**src/rtl/seq_det_pkg.sv**
```systemverilog
// Shared definitions for the overlapping 0110 sequence detector.
//   SEQ_LEN : number of bits in the detected pattern
//   state_t : FSM state encoding; each state's code is the number of
//             pattern bits matched so far, codes 101-111 are illegal
package seq_det_pkg;

    localparam int unsigned SEQ_LEN = 4;

    typedef enum logic [2:0] {
        IDLE  = 3'b000,
        S0    = 3'b001,
        S01   = 3'b010,
        S011  = 3'b011,
        // The full-match state's code is the pattern length, i.e. 3'b100.
        S0110 = 3'(SEQ_LEN)
    } state_t;

endpackage

```
**src/rtl/overlapping_sequence_detector_0110.sv**
```systemverilog
// Moore FSM that flags the serial pattern 0-1-1-0 on data_in, with overlap:
// the trailing 0 of one match is reused as the leading 0 of the next.
//
// Ports:
//   clk      : system clock, all state updates on its rising edge
//   reset    : asynchronous, active-low reset; forces state IDLE
//   en       : sample enable; data_in is consumed only when en=1
//   data_in  : serial data bit
//   detected : high while the FSM sits in S0110 (decoded from the state
//              register only, so it is glitch-free and one enabled cycle long)
module overlapping_sequence_detector_0110
    import seq_det_pkg::*;
(
    input  logic clk,
    input  logic reset,
    input  logic en,
    input  logic data_in,
    output logic detected
);

    state_t state_q;
    state_t state_d;

    // Next-state logic. Transitions follow the longest pattern prefix that
    // is still a suffix of the bits seen so far.
    always_comb begin
        // NOTE: every path assigns state_d via this default, so no latch is inferred.
        state_d = IDLE;
        if (!en) begin
            state_d = state_q;
        end else begin
            case (state_q)
                IDLE:    state_d = data_in ? IDLE : S0;
                S0:      state_d = data_in ? S01  : S0;
                S01:     state_d = data_in ? S011 : S0;
                // A fourth 1 shares no prefix with 0110, so restart from IDLE.
                S011:    state_d = data_in ? IDLE : S0110;
                // Overlap: the final 0 just matched doubles as a leading 0.
                S0110:   state_d = data_in ? S01  : S0;
                // Illegal codes recover to IDLE on the next enabled edge.
                default: state_d = IDLE;
            endcase
        end
    end

    // State register.
    always_ff @(posedge clk or negedge reset) begin
        if (!reset) begin
            // NOTE: non-blocking assignment keeps every register sampling pre-edge values.
            state_q <= IDLE;
        end else begin
            state_q <= state_d;
        end
    end

    // Moore output: a pure decode of the registered state.
    assign detected = (state_q == S0110);

endmodule

```
**config.mk**
```make
export PLATFORM = sky130hd
export DESIGN_NAME = overlapping_sequence_detector_0110
export DESIGN_NICKNAME = d
export VERILOG_FILES = /design/src/rtl/seq_det_pkg.sv /design/src/rtl/overlapping_sequence_detector_0110.sv
export SDC_FILE = /design/constraint.sdc
export NUM_CORES = 1
export LEC_CHECK = 0
export BUFFER_PORTS_ARGS = -buffer_cell sky130_fd_sc_hd__buf_2
export CORE_AREA = 3 3 40 42
export DETAILED_ROUTE_END_ITERATION = 8
export DIE_AREA = 0 0 43 45
export HOLD_SLACK_MARGIN = 0.15
export PLACE_DENSITY = 0.41
export REMOVE_ABC_BUFFERS = 1
export SLEW_MARGIN = 10
export SYNTH_ARGS = -nofsm -noshare
export SYNTH_HDL_FRONTEND = slang
export SYNTH_SLANG_ARGS = --single-unit
```
**constraint.sdc**
```tcl
create_clock -name clk -period 1.7 [get_ports clk]
set_input_delay 0.34 -clock clk [delete_from_list [all_inputs] [get_ports clk]]
set_output_delay 0.34 -clock clk [all_outputs]
set_load 0.05 [all_outputs]
```
==> impl_metrics.csv, run 1 <==
group,metric,value,unit
floorplanning,coreArea,1280,sq um
floorplanning,die_h,45,microns
floorplanning,ioPinCount,5,
finish,drive_above_1_share,27.6,%
timing,slew_viol_final,0,
routing,top_layer,"met3",
placement,place_ws,0.455,ns
min_path,hold_depth,2,
timing,setup_viol,0,
yosys,yosys.area.top_type_share,42.6,%
yosys,netlist_instances,20,
clock_tree,clk_latency,0.24,ns
yosys,yosysMostFrequentCell,"dfrtp_1",
setup_path,worstSetupPathType,"flop to output pin",
finish,regMostFlops,"state_q",
timing,rsz0062_at_grt,"no",
routing,via_count,180,
routing,drt.antenna.violating_nets,0,
timing,slew_headroom,83.4,%
routing,drc_errors,0,
grt,grt_pass1_wl,745,microns
timing,worst_pin_slew,0.250,ns
yosys,yosysUniqueCellTypes,15,
routing,dr_wl_met2,147,microns
routing,drtIter0Drc,0,
setup_path,worstSetupStartpointType,"flop",
pwr,max-vdd-ir-drop,0.349,mV
grt,antenna_found_initial,0,
finish,fill_cells,146,
yosys,synth_seq_cells,3,
yosys,synth_top_area_cell,"dfrtp_1",
setup_path,worst_r2r_path_depth,3,
floorplanning,num_rows,13,
timing,final_period_minus_worst_setup_slack,1.51,ns
grt,track_usage,6.02,%
routing,drt-total-wl,420,microns
finish,largest_reg_flops,3,
placement,gp_congestion,0.587,
yosys,ys_warn_count,0,
routing,wl_met1,219,microns
pwr,power_leakage,0.000114,uW
min_path,hp-class,"primary input to flop",
yosys,async_reset_ff_share,100,%
timing,worst_clock_skew,0.000641,ns
yosys,synth_sequential_area_ratio,42.6,%
timing,fin_ws,0.190,ns
yosys,syn_avg_cell_area,8.82,sq um
clock_tree,clock-root-buffer,"clkbuf_4",
setup_path,cp.arrival,1.17,ns
timing,post-route-period-util,88.8,%
placement,place_area,215,sq um
finish,nets,34,
finish,top_regs,"state_q (3)",
finish,area.growth.synth_to_final,42.6,%
pwr,power,361,uW
clock_tree,cts.path.max_buffers,2,
placement,io_buffers,4,
routing,vias_per_cell,4.09,
clock_tree,path_clk_slew,0.04,ns
yosys,synth_area_leaders,"dfrtp_1 43%, nor2b_4 7.8%, nand3_1 5.7%, o21ai_1 5.7%, and3b_1 5.0%",
setup_path,end_kind,"output pin",
finish,final_area,251,sq um
timing,whs,0.354,ns
grt,grt_start_max_net_pins,8,
floorplanning,die_w,43,microns
setup_path,critPathMaxFanout,5,
clock_tree,cts_buffers,3,
clock_tree,cts_tree,"done",
pwr,pwr_density_cell,1440,nW/um^2
finish,diodes,0,
routing,drt-wirelength-per-cell,9.55,microns
timing,fin_tns_setup,0,ns
floorplanning,start_util,13.7,%
placement,dpl.hpwl,283,microns
routing,met3_length,53,microns
clock_tree,h-tree-depth,1,
setup_path,cp.required,1.36,ns
clock_tree,cts_sinks,3,
job,drv_cap,0,
routing,dr.pass1.iters,1,
yosys,synth_top_flop_cell,"dfrtp_1",
clock_tree,cts_setup_buffers,0,
status,status,"finished clean",
grt,grt_pass1_vias,178,
yosys,synthesis.area,176,sq um
timing,fmax,662,MHz
timing,finalHoldViolCount,0,
yosys,synth_edf_count,0,
yosys,synth_common_cells,"3 x dfrtp_1, 2 x nand3_1, 2 x nor2_1, 2 x o21ai_1",
floorplanning,die-area,1940,sq um
grt,grt.overflow.total,0,
==> cells in the final DEF, fill, tap and decap left out, types with 2 or more instances in the layout <==
master,n
buf_2,4
clkbuf_4,3
dfrtp_1,3
nand3_1,2
nor2_1,2
o21ai_1,2
==> metrics by stage <==
step | utilization [%] | instances
finish | 19.6 | 44
global route | 19.6 | 44
CTS | 19.6 | 44
detailed placement | 16.7 | 39
global placement | 16.7 | 39
floorplan | - | 20
==> cells by family (layout without fill, tap and decap cells) <==
family | count (synthesis) | after routing | synth area share [%]
and+or+nand+nor | 11 | 11 | 39.0
AOI/OAI and AO/OA | 5 | 5 | 16.3
DFF | 3 | 3 | 42.6
buffers and inverters | 1 | 10 | 2.13
==> per-layer routing <==
metal	vias to the layer above	global-route usage (%)
met4	0	3.61
met1	81	7.06
li1	90	-
met2	9	5.69
met5	-	0
met3	0	7.17
==> worst max-delay path: stages, from the launching register on <==
cell and delay [ns]:
dfrtp_1 0.44, inv_1 0.08, nor3_1 0.12, buf_2 0.28
==> what timing repair did <==
item / in CTS / in global routing
setup endpoints to repair: 0 / 0
endpoints found under the hold margin: 3 / 0
gates resized for setup: 0 / 0
hold buffers: 1 / 0
==> path summary, 6_finish.rpt <==
path / startpoint / endpoint / slack, ns
worst max-delay path: state_q[2]$_DFFE_PN0P_ / detected / 0.19
worst min-delay path: data_in / state_q[2]$_DFFE_PN0P_ / 0.35
worst max register to register: state_q[1]$_DFFE_PN0P_ / state_q[2]$_DFFE_PN0P_ / 0.74
worst min register to register: state_q[0]$_DFFE_PN0P_ / state_q[0]$_DFFE_PN0P_ / 0.56
max in group asynchronous: reset / state_q[2]$_DFFE_PN0P_ / 1.16
min in group asynchronous: reset / state_q[1]$_DFFE_PN0P_ / 0.43
==> area by class of cell <==
| class | instances | area (sq um) | share of cell area [%] |
|---|---|---|---|
| inverter | 1 | 3.75 | 1.49 |
| tap | 15 | 18.8 | 7.46 |
| sequential | 3 | 75.1 | 29.9 |
| clock buffer | 4 | 26.3 | 10.4 |
| timing repair buffer | 5 | 30.0 | 11.9 |
| multi-input combinational | 16 | 97.6 | 38.8 |
==> power breakdown <==
group	switching (uW)	total [uW]	internal (uW)
combinational	42.4	91.2	48.8
sequential	40.1	136	96.1
clock	45.1	134	88.5
No activity file was read; power rests on OpenSTA's default activity.
==> run 2: changes to the inputs <==
- clock period: 1.7 -> 1.4 ns (I/O delays scaled with it)
==> run 2 against run 1 <==
Compared with the run above:
- total power rose by 25%
- design area rose by 7.5%
- non-clock buffer count rose by 1
- register-to-register slack got worse by 0.32 ns
- die area did not move
- setup slack got worse by 0.13 ns
- wire length rose by 0.48%
- sequential share of layout area fell by 0.68 points
- largest power group unchanged
==> impl_metrics.csv, run 2 (same netlist as run 1, synthesis figures left out) <==
group,metric,value,unit
timing,final_period_minus_worst_setup_slack,1.34,ns
pwr,max-vdd-ir-drop,0.214,mV
timing,worst_clock_skew,0.00449,ns
routing,drt-total-wl,422,microns
routing,drtIter0Drc,1,
pwr,internal-power,297,uW
finish,nets,35,
min_path,hold_depth,2,
placement,gp_congestion,0.568,
pwr,switching_share,34.1,%
setup_path,end_kind,"output pin",
floorplanning,coreArea,1280,sq um
clock_tree,cts.path.max_buffers,2,
timing,slew_viol_final,0,
setup_path,worstSetupPathType,"flop to output pin",
routing,dr.pass1.iters,2,
routing,vias_per_cell,3.71,
floorplanning,num_rows,13,
pwr,p_comb_share,27.4,%
grt,grt_start_max_net_pins,8,
pwr,clkPwrFrac,33.9,%
grt,track_usage,5.75,%
clock_tree,cts_sinks,3,
status,status,"finished clean",
setup_path,r2r_slack,0.42,ns
clock_tree,h-tree-depth,1,
pwr,switching_power,153,uW
grt,grt.overflow.total,0,
timing,setup_viol,0,
routing,drc_errors,0,
placement,io_buffers,4,
floorplanning,die_h,45,microns
setup_path,cp.required,1.12,ns
timing,fin_ws,0.0643,ns
clock_tree,clk_latency,0.23,ns
finish,largest_reg_flops,3,
finish,diodes,0,
timing,rsz0062_at_grt,"no",
clock_tree,path_clk_slew,0.04,ns
timing,slew_headroom,87.5,%
pwr,power_leakage,0.000118,uW
floorplanning,ioPinCount,5,
routing,drt.antenna.violating_nets,0,
timing,fmax,749,MHz
pwr,pwr_density_cell,1670,nW/um^2
min_path,hp-class,"primary input to flop",
routing,via_count,167,
floorplanning,die_w,43,microns
grt,grt_pass1_wl,731,microns
pwr,power,450,uW
finish,drive_above_1_share,43.3,%
finish,fill_cells,150,
setup_path,critPathMaxFanout,6,
placement,place_ws,0.180,ns
setup_path,cp.arrival,1.06,ns
grt,grt_pass1_vias,176,
finish,regMostFlops,"state_q",
clock_tree,clock-root-buffer,"clkbuf_4",
placement,dpl.hpwl,312,microns
finish,top_regs,"state_q (3)",
job,drv_cap,0,
timing,worst_pin_slew,0.187,ns
clock_tree,cts_tree,"done",
grt,antenna_found_initial,0,
setup_path,worst_r2r_path_depth,4,
timing,finalHoldViolCount,0,
pwr,seq_power_share,38.7,%
finish,area.growth.synth_to_final,53.2,%
timing,post-route-period-util,95.4,%
routing,drt-wirelength-per-cell,9.38,microns
floorplanning,start_util,13.7,%
setup_path,worstSetupStartpointType,"flop",
floorplanning,die-area,1940,sq um
finish,layout_common_cells,"3 x clkbuf_4, 3 x buf_2, 3 x dfrtp_2",
clock_tree,cts_buffers,3,
==> run 2: cell types whose count changed in the layout (fill, tap and decap cells not counted), sizes merged <==
| cell | change |
|---|---|
| buf | +1 |
==> run 2: timing repair <==
item	CTS	global route
setup endpoints to repair	1	1
hold endpoints to repair	3	0
hold buffers	1	0
gates resized for setup	2	3
setup buffers	0	1
==> run 2: power by group through the flow <==
stage,Clock [uW],Combinational [uW],Sequential (uW)
floorplan,0,89.4,153
global placement,0,109,167
detailed placement,0,110,169
CTS,161,114,169
global route,178,139,183
finish,153,123,174
==> run 2: per-stage QoR <==
| stage | hold slack [ns] | setup TNS, ns | cell area (sq um) | instances | utilization (%) |
|---|---|---|---|---|---|
| finish | 0.283 | 0 | 270 | 45 | 21.0 |
| global route | 0.291 | 0 | 270 | 45 | 21.0 |
| CTS | 0.273 | 0 | 255 | 44 | 19.9 |
| detailed placement | 0.0791 | 0 | 215 | 39 | 16.7 |
| global placement | 0.0762 | 0 | 215 | 39 | 16.7 |
| floorplan | -0.0156 | -0.407 | 176 | 20 | - |
==> run 2: area by class of cell <==
type	count	area, sq um	share of cell area, %
repair buffers	6	40.0	14.8
flip-flops and latches	3	78.8	29.2
inverters	1	3.75	1.39
multi-input cells	16	103	38.0
well taps	15	18.8	6.94
clock buffers	4	26.3	9.72
==> run 2: critical path, stage by stage (launching register included) <==
cell,delay [ns]
dfrtp_2,0.43
nor3_2,0.17
buf_4,0.21
==> run 2: path summary, 6_finish.rpt <==
| check | startpoint | to |
|---|---|---|
| min in group asynchronous | reset | state_q[2]$_DFFE_PN0P_ |
| max in group asynchronous | reset | state_q[1]$_DFFE_PN0P_ |
| min | data_in | state_q[2]$_DFFE_PN0P_ |
| max reg2reg | state_q[2]$_DFFE_PN0P_ | state_q[2]$_DFFE_PN0P_ |
| max | state_q[0]$_DFFE_PN0P_ | detected |
| min reg2reg | state_q[0]$_DFFE_PN0P_ | state_q[0]$_DFFE_PN0P_ |
==> run 2: layer usage <==
metal / routed length (microns) / track usage, % / vias up
li1: - / - / 92
met1: 205 / 6.28 / 70
met2: 192 / 7.49 / 5
met3: 24 / 1.20 / 0
met4: 0 / 9.04 / 0
met5: 0 / 0 / -
==> run 3: changes to the inputs <==
- BUFFER_PORTS_ARGS: -buffer_cell sky130_fd_sc_hd__buf_2 -> -buffer_cell sky130_fd_sc_hd__buf_4
==> run 3 against run 2 <==
Compared with the run above:
- combinational power hardly changed
- first-iteration DRC count grew 100%
- register-to-register slack better by 0.03 ns
- sequential power barely moved
- critical path depth did not move
- global-route usage is 0.42 points lower
- core utilization is 0.29 points higher
- final cell count decreased by 2.2%
- critical endpoint unchanged
==> impl_metrics.csv, run 3 (same netlist as run 1, synthesis figures left out) <==
group,metric,value,unit
setup_path,cp.required,1.12,ns
grt,antenna_found_initial,0,
pwr,switching_power,152,uW
clock_tree,cts_sinks,3,
timing,rsz0062_at_grt,"no",
timing,slew_viol_final,0,
floorplanning,die_h,45,microns
setup_path,end_kind,"output pin",
finish,regMostFlops,"state_q",
timing,worst_pin_slew,0.189,ns
pwr,clkPwrFrac,33.8,%
clock_tree,cts_setup_buffers,0,
setup_path,crit_buf_inv,1,
routing,drt-total-wl,395,microns
grt,grt.overflow.total,0,
pwr,switching_share,33.9,%
floorplanning,coreArea,1280,sq um
floorplanning,ioPinCount,5,
clock_tree,clock-root-buffer,"clkbuf_4",
timing,finalHoldViolCount,0,
clock_tree,path_clk_slew,0.04,ns
finish,final_area,274,sq um
setup_path,worstSetupStartpointType,"flop",
placement,place_area,225,sq um
finish,diodes,0,
timing,fmax,755,MHz
pwr,internal-power,296,uW
finish,drive_above_1_share,41.4,%
timing,setup_viol,0,
setup_path,startpoint,"state_q[0]$_DFFE_PN0P_",
pwr,power,447,uW
grt,grt_start_max_net_pins,8,
finish,top_regs,"state_q (3)",
clock_tree,cts_tree,"done",
floorplanning,die-area,1940,sq um
setup_path,critPathTopFamily,"flip-flops",
finish,largest_reg_flops,3,
floorplanning,die_w,43,microns
setup_path,cp.arrival,1.04,ns
routing,drtIter0Drc,2,
placement,io_buffers,4,
finish,fin_util,21.3,%
clock_tree,cts_buffers,3,
placement,dpl.hpwl,306,microns
routing,drt.antenna.violating_nets,0,
pwr,pwr_density_cell,1630,nW/um^2
pwr,power_leakage,0.000116,uW
pwr,p_comb_share,26.8,%
pwr,max-vdd-ir-drop,0.334,mV
setup_path,critPathMaxFanout,6,
clock_tree,cts.path.max_buffers,2,
floorplanning,num_rows,13,
finish,nets,34,
setup_path,cp_slowest_cell,"dfrtp_2",
routing,drt-wirelength-per-cell,8.98,microns
timing,post-route-period-util,94.6,%
status,status,"finished clean",
pwr,seq_power_share,39.4,%
timing,worst_clock_skew,0.00384,ns
job,drv_cap,0,
setup_path,path_cells,"nor3_2 -> buf_6",
finish,layout_common_cells,"3 x clkbuf_4, 3 x buf_4, 3 x dfrtp_2",
setup_path,worstSetupPathType,"flop to output pin",
min_path,hp-start,"data_in",
setup_path,crit_path_max_incr_delay,0.44,ns
routing,dr.pass1.iters,2,
finish,area.growth.synth_to_final,55.3,%
min_path,hp-class,"primary input to flop",
setup_path,r2r-start,"state_q[1]$_DFFE_PN0P_",
placement,gp_congestion,0.553,
routing,drc_errors,0,
clock_tree,clk_latency,0.23,ns
floorplanning,start_util,13.7,%
routing,vias_per_cell,3.86,
grt,grt_pass1_wl,676,microns
clock_tree,h-tree-depth,1,
timing,fin_tns_setup,0,ns
grt,grt_pass1_vias,180,
grt,track_usage,5.33,%
routing,via_count,170,
timing,slew_headroom,87.3,%
timing,final_period_minus_worst_setup_slack,1.32,ns
placement,place_ws,0.247,ns
timing,fin_ws,0.0753,ns
[run 3: cell types whose count changed in the layout (fill, tap and decap cells not counted)]
cell,change
buf_2,-3
buf_4,+1
buf_6,+1
[run 3: layer usage]
metal  up-vias  track usage [%]  wire length [microns]
li1         90                -                      -
met3         0             3.59                     35
met4         0             5.42                      0
met2         5             6.59                    161
met1        75             5.80                    197
met5         -                0                      0
[run 3: layout make-up]
cell class	instances	area, sq um
flip-flops and latches	3	78.8
inverters	1	3.75
repair buffers	5	43.8
well taps	15	18.8
multi-input cells	16	103
fillers	139	1010
clock buffers	4	26.3
[run 3: path summary, 6_finish.rpt]
kind | endpoint | slack (ns) | cells past startpoint
min in group asynchronous | state_q[0]$_DFFE_PN0P_ | 0.38 | 2
setup reg to reg | state_q[0]$_DFFE_PN0P_ | 0.45 | 3
max in group asynchronous | state_q[2]$_DFFE_PN0P_ | 0.91 | 2
setup / recovery | detected | 0.08 | 2
hold / removal | state_q[2]$_DFFE_PN0P_ | 0.26 | 2
hold reg to reg | state_q[0]$_DFFE_PN0P_ | 0.53 | 1
[run 3: power groups by stage]
stage	Clock, uW	Sequential (uW)	Combinational (uW)
after floorplan	0	153	89.4
after global routing	167	187	135
after CTS	160	168	117
after detailed placement	0	168	114
after global placement	0	165	112
final	151	176	120
[run 3: worst reg2reg max path, cell delays in order (launching register included)]
cell	delay, ns
dfrtp_2	0.44
nor2b_4	0.14
o21ai_0	0.17
o21ai_1	0.08
[run 3: what timing repair did]
item                                   4_1_cts  5_1_grt
setup endpoints to repair                    1        1
hold buffers                                 1        0
resized for setup                            1        4
endpoints found under the hold margin        3        0
[run 3: through the flow]
stage,hold WS [ns],instances
detailed placement,0.0721,39
global placement,0.0697,39
global route,0.262,44
finish,0.262,44
CTS,0.250,44
floorplan,-0.0156,20
